**src/rtl/spi_target_if.sv**
```systemverilog
// SPI pin bundle between an external host (master) and spi_target (slave).
interface spi_target_if;
  logic SPI_SS;
  logic SPI_SCK;
  logic SPI_MOSI;
  logic SPI_MISO;
  logic SPI_MISO_OE;

  modport master (
    output SPI_SS,
    output SPI_SCK,
    output SPI_MOSI,
    input  SPI_MISO,
    input  SPI_MISO_OE
  );

  modport slave (
    input  SPI_SS,
    input  SPI_SCK,
    input  SPI_MOSI,
    output SPI_MISO,
    output SPI_MISO_OE
  );
endinterface

```
**src/rtl/spi_target.sv**
```systemverilog
// SPI mode-0 responder exposing a bank of 2^ADDR_BITS 8-bit registers to an external host.
// Define SPI_TARGET_AUTOINC_EN to advance the address pointer after every data byte.
module spi_target #(
  parameter int unsigned ADDR_BITS = 3
) (
  input  logic                 CLK1,
  input  logic                 RST,
  spi_target_if.slave          spi,
  input  logic [ADDR_BITS-1:0] LOC_RADDR,
  output logic [7:0]           LOC_RDATA,
  input  logic                 LOC_WE,
  input  logic [ADDR_BITS-1:0] LOC_WADDR,
  input  logic [7:0]           LOC_WDATA,
  output logic                 WR_STROBE,
  output logic [ADDR_BITS-1:0] WR_ADDR,
  output logic                 BUSY
);

  localparam int unsigned NumRegs = 2 ** ADDR_BITS;

  localparam logic [1:0] StIdle = 2'd0;
  localparam logic [1:0] StCmd  = 2'd1;
  localparam logic [1:0] StData = 2'd2;

  logic ss_s1_q, ss_s2_q, ss_prev_q;
  logic sck_s1_q, sck_s2_q, sck_prev_q;
  logic mosi_s1_q, mosi_s2_q;

  logic [1:0]           state_q, state_d;
  logic [2:0]           bit_cnt_q, bit_cnt_d;
  logic [7:0]           rx_q, rx_d;
  logic [7:0]           tx_q, tx_d;
  logic                 wr_dir_q, wr_dir_d;
  logic                 load_q, load_d;
  logic [ADDR_BITS-1:0] ptr_q, ptr_d;
  logic [ADDR_BITS-1:0] ptr_step;
  logic                 strobe_q, strobe_d;
  logic [ADDR_BITS-1:0] wr_addr_q, wr_addr_d;
  logic [7:0]           regs_q [NumRegs];
  logic [7:0]           regs_d [NumRegs];

  logic       ss_fall, sck_rise, sck_fall, host_we, busy;
  logic [7:0] byte_in;

  // SS flops reset low so a frame only starts after SS is genuinely seen high then low.
  assign ss_fall  = ss_prev_q & ~ss_s2_q;
  assign sck_rise = sck_s2_q & ~sck_prev_q;
  assign sck_fall = ~sck_s2_q & sck_prev_q;
  assign byte_in  = {rx_q[6:0], mosi_s2_q};
  assign busy     = ~ss_s2_q & ((state_q != StIdle) | ss_fall);

`ifdef SPI_TARGET_AUTOINC_EN
  assign ptr_step = ptr_q + ADDR_BITS'(1);
`else
  assign ptr_step = ptr_q;
`endif

  always_comb begin
    state_d   = state_q;
    bit_cnt_d = bit_cnt_q;
    rx_d      = rx_q;
    tx_d      = tx_q;
    wr_dir_d  = wr_dir_q;
    load_d    = load_q;
    ptr_d     = ptr_q;
    strobe_d  = 1'b0;
    wr_addr_d = wr_addr_q;
    host_we   = 1'b0;

    if (state_q == StIdle) begin
      bit_cnt_d = '0;
      tx_d      = '0;
      load_d    = 1'b0;
      if (ss_fall) begin
        state_d = StCmd;
      end
    end else if (ss_s2_q) begin
      // Deselect: drop any partial byte and pending load.
      state_d   = StIdle;
      bit_cnt_d = '0;
      tx_d      = '0;
      load_d    = 1'b0;
    end else begin
      if (sck_rise) begin
        rx_d      = byte_in;
        bit_cnt_d = bit_cnt_q + 3'd1;
        if (bit_cnt_q == 3'd7) begin
          if (state_q == StCmd) begin
            wr_dir_d = byte_in[7];
            ptr_d    = byte_in[ADDR_BITS-1:0];
            load_d   = ~byte_in[7];
            state_d  = StData;
          end else if (wr_dir_q) begin
            host_we   = 1'b1;
            strobe_d  = 1'b1;
            wr_addr_d = ptr_q;
            ptr_d     = ptr_step;
          end else begin
            load_d = 1'b1;
          end
        end
      end
      if (sck_fall) begin
        if (load_q) begin
          tx_d   = regs_q[ptr_q];
          ptr_d  = ptr_step;
          load_d = 1'b0;
        end else if (state_q == StData && !wr_dir_q) begin
          tx_d = {tx_q[6:0], 1'b0};
        end else begin
          tx_d = '0;
        end
      end
    end
  end

  // Host write is applied last so it wins a same-address collision.
  always_comb begin
    for (int i = 0; i < NumRegs; i++) begin
      regs_d[i] = regs_q[i];
    end
    if (LOC_WE) begin
      regs_d[LOC_WADDR] = LOC_WDATA;
    end
    if (host_we) begin
      regs_d[ptr_q] = byte_in;
    end
  end

  always_ff @(posedge CLK1) begin
    if (RST) begin
      ss_s1_q    <= 1'b0;
      ss_s2_q    <= 1'b0;
      ss_prev_q  <= 1'b0;
      sck_s1_q   <= 1'b0;
      sck_s2_q   <= 1'b0;
      sck_prev_q <= 1'b0;
      mosi_s1_q  <= 1'b0;
      mosi_s2_q  <= 1'b0;
      state_q    <= StIdle;
      bit_cnt_q  <= '0;
      rx_q       <= '0;
      tx_q       <= '0;
      wr_dir_q   <= 1'b0;
      load_q     <= 1'b0;
      ptr_q      <= '0;
      strobe_q   <= 1'b0;
      wr_addr_q  <= '0;
      regs_q     <= '{default: '0};
    end else begin
      ss_s1_q    <= spi.SPI_SS;
      ss_s2_q    <= ss_s1_q;
      ss_prev_q  <= ss_s2_q;
      sck_s1_q   <= spi.SPI_SCK;
      sck_s2_q   <= sck_s1_q;
      sck_prev_q <= sck_s2_q;
      mosi_s1_q  <= spi.SPI_MOSI;
      mosi_s2_q  <= mosi_s1_q;
      state_q    <= state_d;
      bit_cnt_q  <= bit_cnt_d;
      rx_q       <= rx_d;
      tx_q       <= tx_d;
      wr_dir_q   <= wr_dir_d;
      load_q     <= load_d;
      ptr_q      <= ptr_d;
      strobe_q   <= strobe_d;
      wr_addr_q  <= wr_addr_d;
      regs_q     <= regs_d;
    end
  end

  assign spi.SPI_MISO    = tx_q[7];
  assign spi.SPI_MISO_OE = busy;
  assign BUSY            = busy;
  assign LOC_RDATA       = regs_q[LOC_RADDR];
  assign WR_STROBE       = strobe_q;
  assign WR_ADDR         = wr_addr_q;

endmodule

```
**src/flat_wrapper.sv**
```systemverilog
// flat-port wrapper written by rule: the top's interface ports become plain ports
module spi_target_flat 
#(
  parameter int unsigned ADDR_BITS = 3
)
  (CLK1, RST, LOC_RADDR, LOC_RDATA, LOC_WE, LOC_WADDR, LOC_WDATA, WR_STROBE, WR_ADDR, BUSY, spi_SPI_SS, spi_SPI_SCK, spi_SPI_MOSI, spi_SPI_MISO, spi_SPI_MISO_OE);
  spi_target_if spi_i ();
  input  logic CLK1;
  input  logic RST;
  input  logic [ADDR_BITS-1:0] LOC_RADDR;
  output logic [7:0] LOC_RDATA;
  input  logic LOC_WE;
  input  logic [ADDR_BITS-1:0] LOC_WADDR;
  input  logic [7:0] LOC_WDATA;
  output logic WR_STROBE;
  output logic [ADDR_BITS-1:0] WR_ADDR;
  output logic BUSY;
  input wire logic [$bits(spi_i.SPI_SS)-1:0] spi_SPI_SS;
  input wire logic [$bits(spi_i.SPI_SCK)-1:0] spi_SPI_SCK;
  input wire logic [$bits(spi_i.SPI_MOSI)-1:0] spi_SPI_MOSI;
  output wire logic [$bits(spi_i.SPI_MISO)-1:0] spi_SPI_MISO;
  output wire logic [$bits(spi_i.SPI_MISO_OE)-1:0] spi_SPI_MISO_OE;
  assign spi_i.SPI_SS = spi_SPI_SS;
  assign spi_i.SPI_SCK = spi_SPI_SCK;
  assign spi_i.SPI_MOSI = spi_SPI_MOSI;
  assign spi_SPI_MISO = spi_i.SPI_MISO;
  assign spi_SPI_MISO_OE = spi_i.SPI_MISO_OE;
  spi_target #(.ADDR_BITS(ADDR_BITS)) u_core (.CLK1(CLK1), .RST(RST), .spi(spi_i), .LOC_RADDR(LOC_RADDR), .LOC_RDATA(LOC_RDATA), .LOC_WE(LOC_WE), .LOC_WADDR(LOC_WADDR), .LOC_WDATA(LOC_WDATA), .WR_STROBE(WR_STROBE), .WR_ADDR(WR_ADDR), .BUSY(BUSY));
endmodule
```
**config.mk**
```make
export PLATFORM = sky130hd
export DESIGN_NAME = spi_target_flat
export DESIGN_NICKNAME = d
export VERILOG_FILES = /design/src/rtl/spi_target_if.sv /design/src/rtl/spi_target.sv /design/src/flat_wrapper.sv
export SDC_FILE = /design/constraint.sdc
export NUM_CORES = 1
export LEC_CHECK = 0
export CAP_MARGIN = 5
export CELL_PAD_IN_SITES_DETAIL_PLACEMENT = 0
export CELL_PAD_IN_SITES_GLOBAL_PLACEMENT = 2
export CORE_MARGIN = 3
export CORE_UTILIZATION = 40
export CTS_BUF_LIST = sky130_fd_sc_hd__clkbuf_4 sky130_fd_sc_hd__clkbuf_8
export DETAILED_ROUTE_END_ITERATION = 6
export GPL_ROUTABILITY_DRIVEN = 0
export GPL_TIMING_DRIVEN = 0
export PLACE_DENSITY_LB_ADDON = 0.12
export SLEW_MARGIN = 30
export SYNTH_ARGS = -nofsm -noshare
export SYNTH_HDL_FRONTEND = slang
export SYNTH_SLANG_ARGS = --single-unit
export TNS_END_PERCENT = 50
```
**constraint.sdc**
```tcl
create_clock -name CLK1 -period 2.4 [get_ports CLK1]
set_input_delay 0.24 -clock CLK1 [delete_from_list [all_inputs] [get_ports CLK1]]
set_output_delay 0.24 -clock CLK1 [all_outputs]
set_load 0.02 [all_outputs]
```
# --- Yosys cells after proc, flatten, opt, wreduce, memory -nomap -nowiden ---
# Cells that the tools add are included.
classes:
  n_bitwise: 14
  order_cmp: 5
  muxes: 39
  addsub: 1
  reduce_logical: 15
  n_eq_ne: 5
ops:
  columns: ["cell", "n"]
  rows:
  - ["64-bit bitwise mux", 2]
  - ["64-bit 2-to-1 mux", 2]
  - ["8-bit 2-to-1 mux", 8]
  - ["8-bit binary-select mux with 3-bit select", 2]
  - ["8-bit demux with 3-bit select", 2]
  - ["3-bit 2-to-1 mux", 5]
  - ["4-bit >= comparator, second input constant", 3]
  - ["1-bit 2-to-1 mux", 12]
  - ["2-bit 2-to-1 mux", 6]
  - ["3-bit inverter with 4-bit output", 3]
  - ["3-bit nonzero test", 3]
  - ["4-bit by 1-bit less-than comparator with 1-bit output, second input constant", 2]
  - ["1-bit inverter", 6]
  - ["3-bit AND reduction", 2]
  - ["6-bit AND reduction", 1]
  - ["5-bit AND reduction", 1]
  - ["1-bit bitwise AND", 4]
  - ["4-bit AND reduction", 1]
  - ["3-bit by 1-bit adder with 3-bit output, second input constant", 1]
  - ["3-bit == test, second input constant", 1]
  - ["1-bit logical AND", 3]
  - ["3-bit OR reduction", 1]
  - ["2-bit by 1-bit == test with 1-bit output, second input constant", 1]
  - ["2-bit == test, second input constant", 1]
  - ["other kinds (6)", 6]
totals:
  register_bits: 101
  input_bits: 20
  word_cells: 104

# --- Longest topological paths before layout ---
# Gate-level depths: netlist (run 1).
depth:
  ltp_word: 9
  depth_mapped: 8
  depth_no_buf: 6

# --- Least setup slack after synthesis (run 1) ---
# Ideal clock, no wire load.
synth_timing:
  path_type: "input to output"
  start: "input port LOC_RADDR[0]"
  end: "output port LOC_RDATA[0]"
  required_time_ns: 2.160
  slack_ns: 0.566
  cell_stages: 4
  n_path_buf: 2
  arrival_time_ns: 1.594
  path_cell_list: "buf_2 buf_2 mux4_2 mux2_2"
synth_via:
  elab_chain_len: 4
synth_rtl:
  columns: ["element", "line_no", "rtl"]
  rows:
  - ["start, declared", "flat_wrapper.sv:10", "input logic [ADDR_BITS-1:0] LOC_RADDR;"]
  - ["3-bit inverter with 4-bit output (not written as such)", "spi_target.sv:175", "assign LOC_RDATA = regs_q[LOC_RADDR];"]
  - ["8-bit binary-select mux with 3-bit select", "spi_target.sv:175", null]
  - ["8-bit 2-to-1 mux (not written as such) (2 in a row)", "spi_target.sv:175", null]
  - ["end, declared", "flat_wrapper.sv:11", "output logic [7:0] LOC_RDATA;"]
# No other way between the ends. The select of a mux whose other input is x is not followed.

# --- Worst setup path in the final report (run 1) ---
layout_timing:
  start: "register u_core.regs_q[33] in the netlist's numbering"
  end: "output port LOC_RDATA[1]"
layout_via:
  elab_chain_len: 3
layout_rtl:
  columns: ["element", "line_no", "rtl"]
  rows:
  - ["start, declared", "spi_target.sv:39", "logic [7:0] regs_q [NumRegs];"]
  - ["start signal, assigned", "spi_target.sv:168", "regs_q <= regs_d;"]
  - ["8-bit binary-select mux with 3-bit select", "spi_target.sv:175", null]
  - ["8-bit 2-to-1 mux (not written as such) (2 in a row)", "spi_target.sv:175", null]
# No other way between the ends. The select of a mux whose other input is x is not followed.

==> results.md, run 1 <==
- Initial antenna violation count: 1
- Num rows: 42
- Crit-path max cell delay: 540 ps
- Synth top cells by count: 101 x dfxtp_1, 92 x nor2_1, 84 x mux2i_1
- Seq/Total Area, Yosys: a little over a third
- Seq pwr share: between 50 and 60%
- Hold Path Origin: LOC_WDATA[4]
- CTS tree: done
- Worst Hold End: u_core.regs_q[12]
- WP depth: 3
- Ports: 35
- Setup violators final: 0
- Min cycle time layout: about 2300 ps
- CP endpoint kind: output pin
- Vias per inst: 5.81
- Area growth syn-to-layout: 11.5%
- Synth Register Bits: a little over 100
- Reg2Reg Launch Point: u_core.bit_cnt_q[0]
- Max Fclk: 427 MHz
- Worst ir drop on vdd: around 0.32 mV
- Top delay family on crit path: multiplexers
- Pwr Total: between 3 and 4 mW
- Net Sw Frac: approximately a quarter
- Reg-to-Reg End: u_core.regs_q[50]
- N_diodes: 0
- Switching pwr: 848 uW
- Slew @ Worst Pin: 762 ps
- Crit path DAT: about 2100 ps
- Combinational share of power: ~8.4%
- FF-to-FF setup slack: between 200 and 300 ps
- Hold Vio Cnt, Final: 0
- Fillers: roughly 1300
- Root Buffer: clkbuf_8
- Clk Latency, worst-skew pair: 390 ps
- Total grt overflow: 0
- Clk_skew: ~10 ps
- Final Non-Filler Cells: around 750
- RSZ-0062 raised after global routing: false
- Status: completed
- Vias in the first global route: roughly 4300
- Yosys warns: 0
- Detailed-route wire length per cell: about 23 um
- Crit path buf inv count: 1
- Post-layout util: a little under half
- Bufs on Longest Clock Path: 2
- Post-Synthesis Cell Area: between 5000 and 6000 um2
- Cell chain of the critical path: mux4_2 -> mux2_2 -> clkdlybuf4s50_1
- Share of cells above drive strength 1: ~17%
- Worst R2R Path Depth: 6
- Worst-path clk slew: around 110 ps
- Initial DRC count: roughly 360
- Placed Cells incl. Taps: 735
- Critical path type: flip-flop to output pin
- WHS: about 350 ps
- Syn Nets: about 560
- Vias: approximately 4400
- Clock sinks: about 100
- Die H: ~120 um
- Distinct cells, synth: 42
- Yosys top cell area share: a little over a third
- TritonRoute pass-1 iters: 5
- Setup bufs post-CTS: 0
- HP Class: input port to flip-flop
- Largest net degree at the start of global routing: 18
- H-tree lvl count: 3
- DRC viols: 0
- Post-synth EDFFs: 0
- Ys flop type: dfxtp_1
- Die X: roughly 120 um
- Cells after Synth: between 500 and 600
- GRT Resource Usage Total: between 20% and 30%
- Syn avg cell area: 10.3 um2
- Period utilization: between 90% and 100%
- Final ANT Viol Nets: 0
- Relative slew margins: about half
- Area contributors post-synth: dfxtp_1 37%, mux2i_1 15%, mux4_2 11%
- Post-DP HPWL: approximately 13000 um
- Req. time, crit path: around 2200 ps
- Max_cap viols: 0
- First-pass GRT wire length: around 26000 um
- Core Region: 13400 um2
- Worst Hold Depth: 3
- Routed wire length: between 15000 and 20000 um
- Post-synth top area cell: dfxtp_1
- Fraction of registers with async set/reset: 0%
- Internal power: between 2 and 2.5 mW
- Worst-path fanout max: 3
- Die area: between 15000 and 20000 um2
- Critical path startpoint category: flip-flop
- I/O Buffers: 20
- CTS Buf Count: 9
- Critical Path Source: u_core.regs_q[33]
- Number of max-slew violations in the final report: 0
- Hold-fix buffers, CTS: 0
- Starting Density: between 40% and 50%
- CP max-delay cell: clkdlybuf4s50_1
- Clock power frac: between 30% and 40%
- Pwr dens: between 500 and 600 nW/um2
- Nets: 592
- Lkg Pwr: 2.52 nW
- Top-count cell post-synth: dfxtp_1
worst min-delay path: stages:
cell and delay [ps]:
buf_1 190, mux2i_1 180, a211oi_1 80
cells in the final DEF, fill, tap and decap left out, drive strengths merged, types with 5 or more instances in the layout:
cell type	Yosys	routed
dfxtp	101	101
nor2	93	93
mux2i	84	84
a211oi	65	65
buf	42	41
clkbuf	18	29
mux4	26	26
clkdlybuf4s50	0	19
a21oi	17	17
mux2	15	15
nor2b	11	11
nand2	10	10
a221oi	7	7
nand4b	7	7
nand2b	6	6
a311oi	6	6
nor3	5	5
nand4	5	5
stage by stage:
| step | area [um2] | TNS (ps) | worst slack (ps) |
|---|---|---|---|
| CTS | 6170 | 0 | 16.3 |
| global placement | 5960 | -1310 | -182 |
| finish | 6170 | 0 | 55.9 |
| global route | 6170 | 0 | 10.5 |
| floorplan | 5540 | 0 | 566 |
| detailed placement | 5960 | -1300 | -185 |
registers in the layout, summed over array words and instances, names as in the netlist, 2 cells and up:
signal            count
u_core.WR_ADDR        3
u_core.bit_cnt_q      3
u_core.ptr_q          3
u_core.regs_q        64
u_core.rx_q           7
u_core.state_q        2
u_core.tx_q           8
layout make-up:
class	instances	area [um2]	area share (%)
well taps	176	220	3.57
plain buffers	60	335	5.43
clock buffers	10	131	2.13
inverters	1	3.75	0.0608
flip-flops and latches	101	2020	32.8
repair buffers	20	203	3.28
clock inverters	6	70.1	1.13
multi-input cells	377	3190	51.6
logic make-up (layout without fill, tap and decap cells):
family / Yosys count / count (layout) / share of synthesized area, %
mux: 125 / 125 / 28.8
buf+inv: 61 / 97 / 5.94
flops: 101 / 101 / 36.5
xor+xnor: 1 / 1 / 0.158
simple gates: 147 / 147 / 14.8
compound gates: 102 / 102 / 13.4
fa+ha+maj: 2 / 2 / 0.452
metal layers:
metal / vias to the layer above / wire length (um) / track usage [%]
li1: 2053 / - / -
met1: 2161 / 8210 / 33.9
met2: 125 / 7660 / 35.0
met3: 25 / 821 / 4.81
met4: 2 / 434 / 8.10
met5: - / 13 / 0
worst max path at each step:
stage | to | slack [ps]
finish | LOC_RDATA[1] | 60
global route | LOC_RDATA[1] | 10
CTS | LOC_RDATA[7] | 20
detailed placement | LOC_RDATA[3] | -180
global placement | LOC_RDATA[3] | -180
floorplan | LOC_RDATA[0] | 570
what timing repair did:
| item | in CTS | in global routing |
|---|---|---|
| pin swaps | 0 | 0 |
| setup endpoints to repair | 8 | 7 |
| resized for setup | 3 | 2 |
power by group through the flow:
stage          clock network, mW  logic (mW)  registers, mW
2_1_floorplan                  0       0.184           1.76
3_3_place_gp                   0       0.260           1.77
3_5_place_dp                   0       0.263           1.77
4_1_cts                     1.20       0.265           1.73
5_1_grt                     1.26       0.285           1.73
6_report                    1.18       0.266           1.73
Note: power is estimated with default switching activity, not from simulation.
==> run 2, diff against run 1 <==
--- a/config.mk
+++ b/config.mk
@@ -9,9 +9,10 @@
 export CELL_PAD_IN_SITES_DETAIL_PLACEMENT = 0
 export CELL_PAD_IN_SITES_GLOBAL_PLACEMENT = 2
 export CORE_MARGIN = 3
-export CORE_UTILIZATION = 40
+export CORE_UTILIZATION = 43
 export CTS_BUF_LIST = sky130_fd_sc_hd__clkbuf_4 sky130_fd_sc_hd__clkbuf_8
 export DETAILED_ROUTE_END_ITERATION = 6
+export DONT_BUFFER_PORTS = 1
 export GPL_ROUTABILITY_DRIVEN = 0
 export GPL_TIMING_DRIVEN = 0
 export PLACE_DENSITY_LB_ADDON = 0.12
==> results.md, run 2 (synthesis gave the netlist of run 1 again) <==
- RSZ-0062 raised after global routing: false (unchanged)
- Clk_skew: 13.1 ps (was 10.4 ps)
- Die area: 14300 um2 (was 15300 um2)
- Largest registers: u_core.regs_q (64), u_core.tx_q (8), u_core.rx_q (7) (unchanged)
- Post-DP HPWL: 12500 um (was 12600 um)
- Share of cells above drive strength 1: 17.6% (was 17.4%)
- Critical path startpoint category: flip-flop (unchanged)
- Number of max-slew violations in the final report: 0 (unchanged)
- CP endpoint kind: flip-flop (was output pin)
- Most common cell after layout, fill and taps aside: dfxtp_1 (unchanged)
- Footprint of the multi-input gates: 3190 um2 (unchanged)
- Initial DRC count: 361 (unchanged)
- Status: completed (unchanged)
- HP Class: input port to flip-flop (unchanged)
- First-pass GRT wire length: 26100 um (was 26400 um)
- Min cycle time layout: 2080 ps (was 2340 ps)
- Crit path top cell by count: ha_1
- Worst ir drop on vdd: 0.318 mV (was 0.316 mV)
- GRT Resource Usage Total: 24.4% (was 23.5%)
- Cell chain of the critical path: ha_1 -> ha_1 -> and3_1 -> nand4_1 -> buf_2 -> nor2_1 -> a211oi_1 (was mux4_2 -> mux2_2 -> clkdlybuf4s50_1)
- DRC viols: 0 (unchanged)
- Total grt overflow: 0 (unchanged)
- Fillers: 1190 (was 1292)
- Slew @ Worst Pin: 757 ps (was 762 ps)
- Most frequent cells in the layout: 101 x dfxtp_1, 92 x nor2_1, 84 x mux2i_1 (unchanged)
- CP max-delay cell: nand4_1 (was clkdlybuf4s50_1)
- Lkg Pwr: 2.45 nW (was 2.52 nW)
- Fin Setup TNS: 0 ps (unchanged)
- CTS Buf Count: 9 (unchanged)
- TritonRoute pass-1 iters: 6 (was 5)
- Max_cap viols: 0 (unchanged)
- Largest net degree at the start of global routing: 17 (was 18)
- Crit-path max cell delay: 350 ps (was 540 ps)
- Area growth syn-to-layout: 8.61% (was 11.5%)
- Placed Cells incl. Taps: 707 (was 735)
- N_diodes: 0 (unchanged)
- Crit path DAT: 2390 ps (was 2100 ps)
- I/O Buffers: 0 (was 20)
- Detailed-route wire length per cell: 23.5 um (was 22.8 um)
- Setup violators final: 0 (unchanged)
- Die H: 119 um (was 124 um)
- Vias in the first global route: 4182 (was 4287)
- Die X: 119 um (was 124 um)
- Critical Path Source: u_core.bit_cnt_q[0] (was u_core.regs_q[33])
- CTS tree: done (unchanged)
- Routed wire length: 17000 um (was 17100 um)
- Dpl cell area: 5750 um2 (was 5960 um2)
- Max Fclk: 481 MHz (was 427 MHz)
- Pwr dens: 549 nW/um2 (was 514 nW/um2)
- Worst Hold Depth: 4 (was 3)
- Period utilization: 86.7% (was 97.7%)
- Vias: 4320 (was 4366)
- Core Region: 12300 um2 (was 13400 um2)
- Hold Path Origin: LOC_WADDR[0] (was LOC_WDATA[4])
- Final Non-Filler Cells: 725 (was 751)
- WP depth: 7 (was 3)
- Worst-path fanout max: 10 (was 3)
- Reg2Reg Launch Point: u_core.bit_cnt_q[0] (unchanged)
- Clock sinks: 101 (unchanged)
- Nets: 575 (was 592)
- Clk Latency, worst-skew pair: 390 ps (about the same)
- Post-layout util: 48.9% (was 46.1%)
- Register with the most flip-flops: u_core.regs_q (unchanged)
- Root Buffer: clkbuf_8 (unchanged)
- Worst R2R Path Depth: 7 (was 6)
- Setup bufs post-CTS: 0 (unchanged)
- Num rows: 40 (was 42)
- Req. time, crit path: 2710 ps (was 2160 ps)
- Crit path buf inv count: 1 (unchanged)
- Starting Density: 45.0% (was 41.3%)
- FF-to-FF setup slack: 320 ps (was 270 ps)
- Bufs on Longest Clock Path: 2 (unchanged)
- Worst-path clk slew: 100 ps (was 110 ps)
- Relative slew margins: 49.5% (was 48.8%)
- Top delay family on crit path: simple AND/OR/NAND/NOR gates (was multiplexers)
- Largest register FFs: 64 (unchanged)
- Initial antenna violation count: 0 (was 1)
- Hold Vio Cnt, Final: 0 (unchanged)
- Vias per inst: 5.96 (was 5.81)
- Critical path type: flip-flop to flip-flop (was flip-flop to output pin)
- WHS: 327 ps (was 348 ps)
- Final ANT Viol Nets: 0 (unchanged)
- Design area: 6020 um2 (was 6170 um2)
- Reg area: 2020 um2 (unchanged)
- H-tree lvl count: 3 (unchanged)
- Ports: 35 (unchanged)
run 2: cell types whose count changed in the layout (fill, tap and decap cells not counted), sizes merged:
cell,before,now
buf,41,42
bufinv,1,3
clkbuf,29,27
clkdlybuf4s50,19,0
clkinv,3,4
dlygate4sd3,0,3
dlymetal6s2s,1,0
inv,3,0
run 2: metrics by stage:
stage | setup slack [ps] | total power [mW]
5_1_grt | 165 | 3.41
4_1_cts | 304 | 3.33
2_1_floorplan | 566 | 1.94
3_5_place_dp | 305 | 2.01
6_report | 319 | 3.30
3_3_place_gp | 313 | 2.00
run 2: cell type report:
class	instances	share of cell area [%]
plain buffers	60	5.41
clock buffers	9	2.06
clock inverters	6	1.87
inverters	1	0.0624
multi-input cells	377	53.0
flip-flops and latches	101	33.6
well taps	168	3.49
repair buffers	3	0.499
run 2: worst paths after layout:
check,to
max,u_core.regs_q[54]
min reg2reg,u_core.mosi_s2_q
min,u_core.regs_q[53]
max reg2reg,u_core.regs_q[54]
run 2: routing by layer:
metal,up-vias,global-route usage [%],share of wire (%)
met5,-,0,0
met4,0,5.80,1.6
met3,18,6.50,6.4
met2,132,37.1,45
met1,2147,34.9,47
li1,2023,-,-
run 2: repair_timing:
action                                  4_1_cts  5_1_grt
gates resized for setup                       0        0
hold buffers                                  3        0
endpoints found under the setup margin        0        0
endpoints found under the hold margin         3        0
run 2: worst min-delay path: stages:
cell and delay (ps):
nand2_1 90, nor3_4 110, mux2i_1 150, a211oi_1 80
run 2: report_power, final:
group	internal (mW)	switching (mW)	total (mW)
Sequential	1.70	0.0255	1.73
Clock	0.689	0.635	1.32
Combinational	0.0982	0.149	0.247
Total	2.49	0.809	3.30
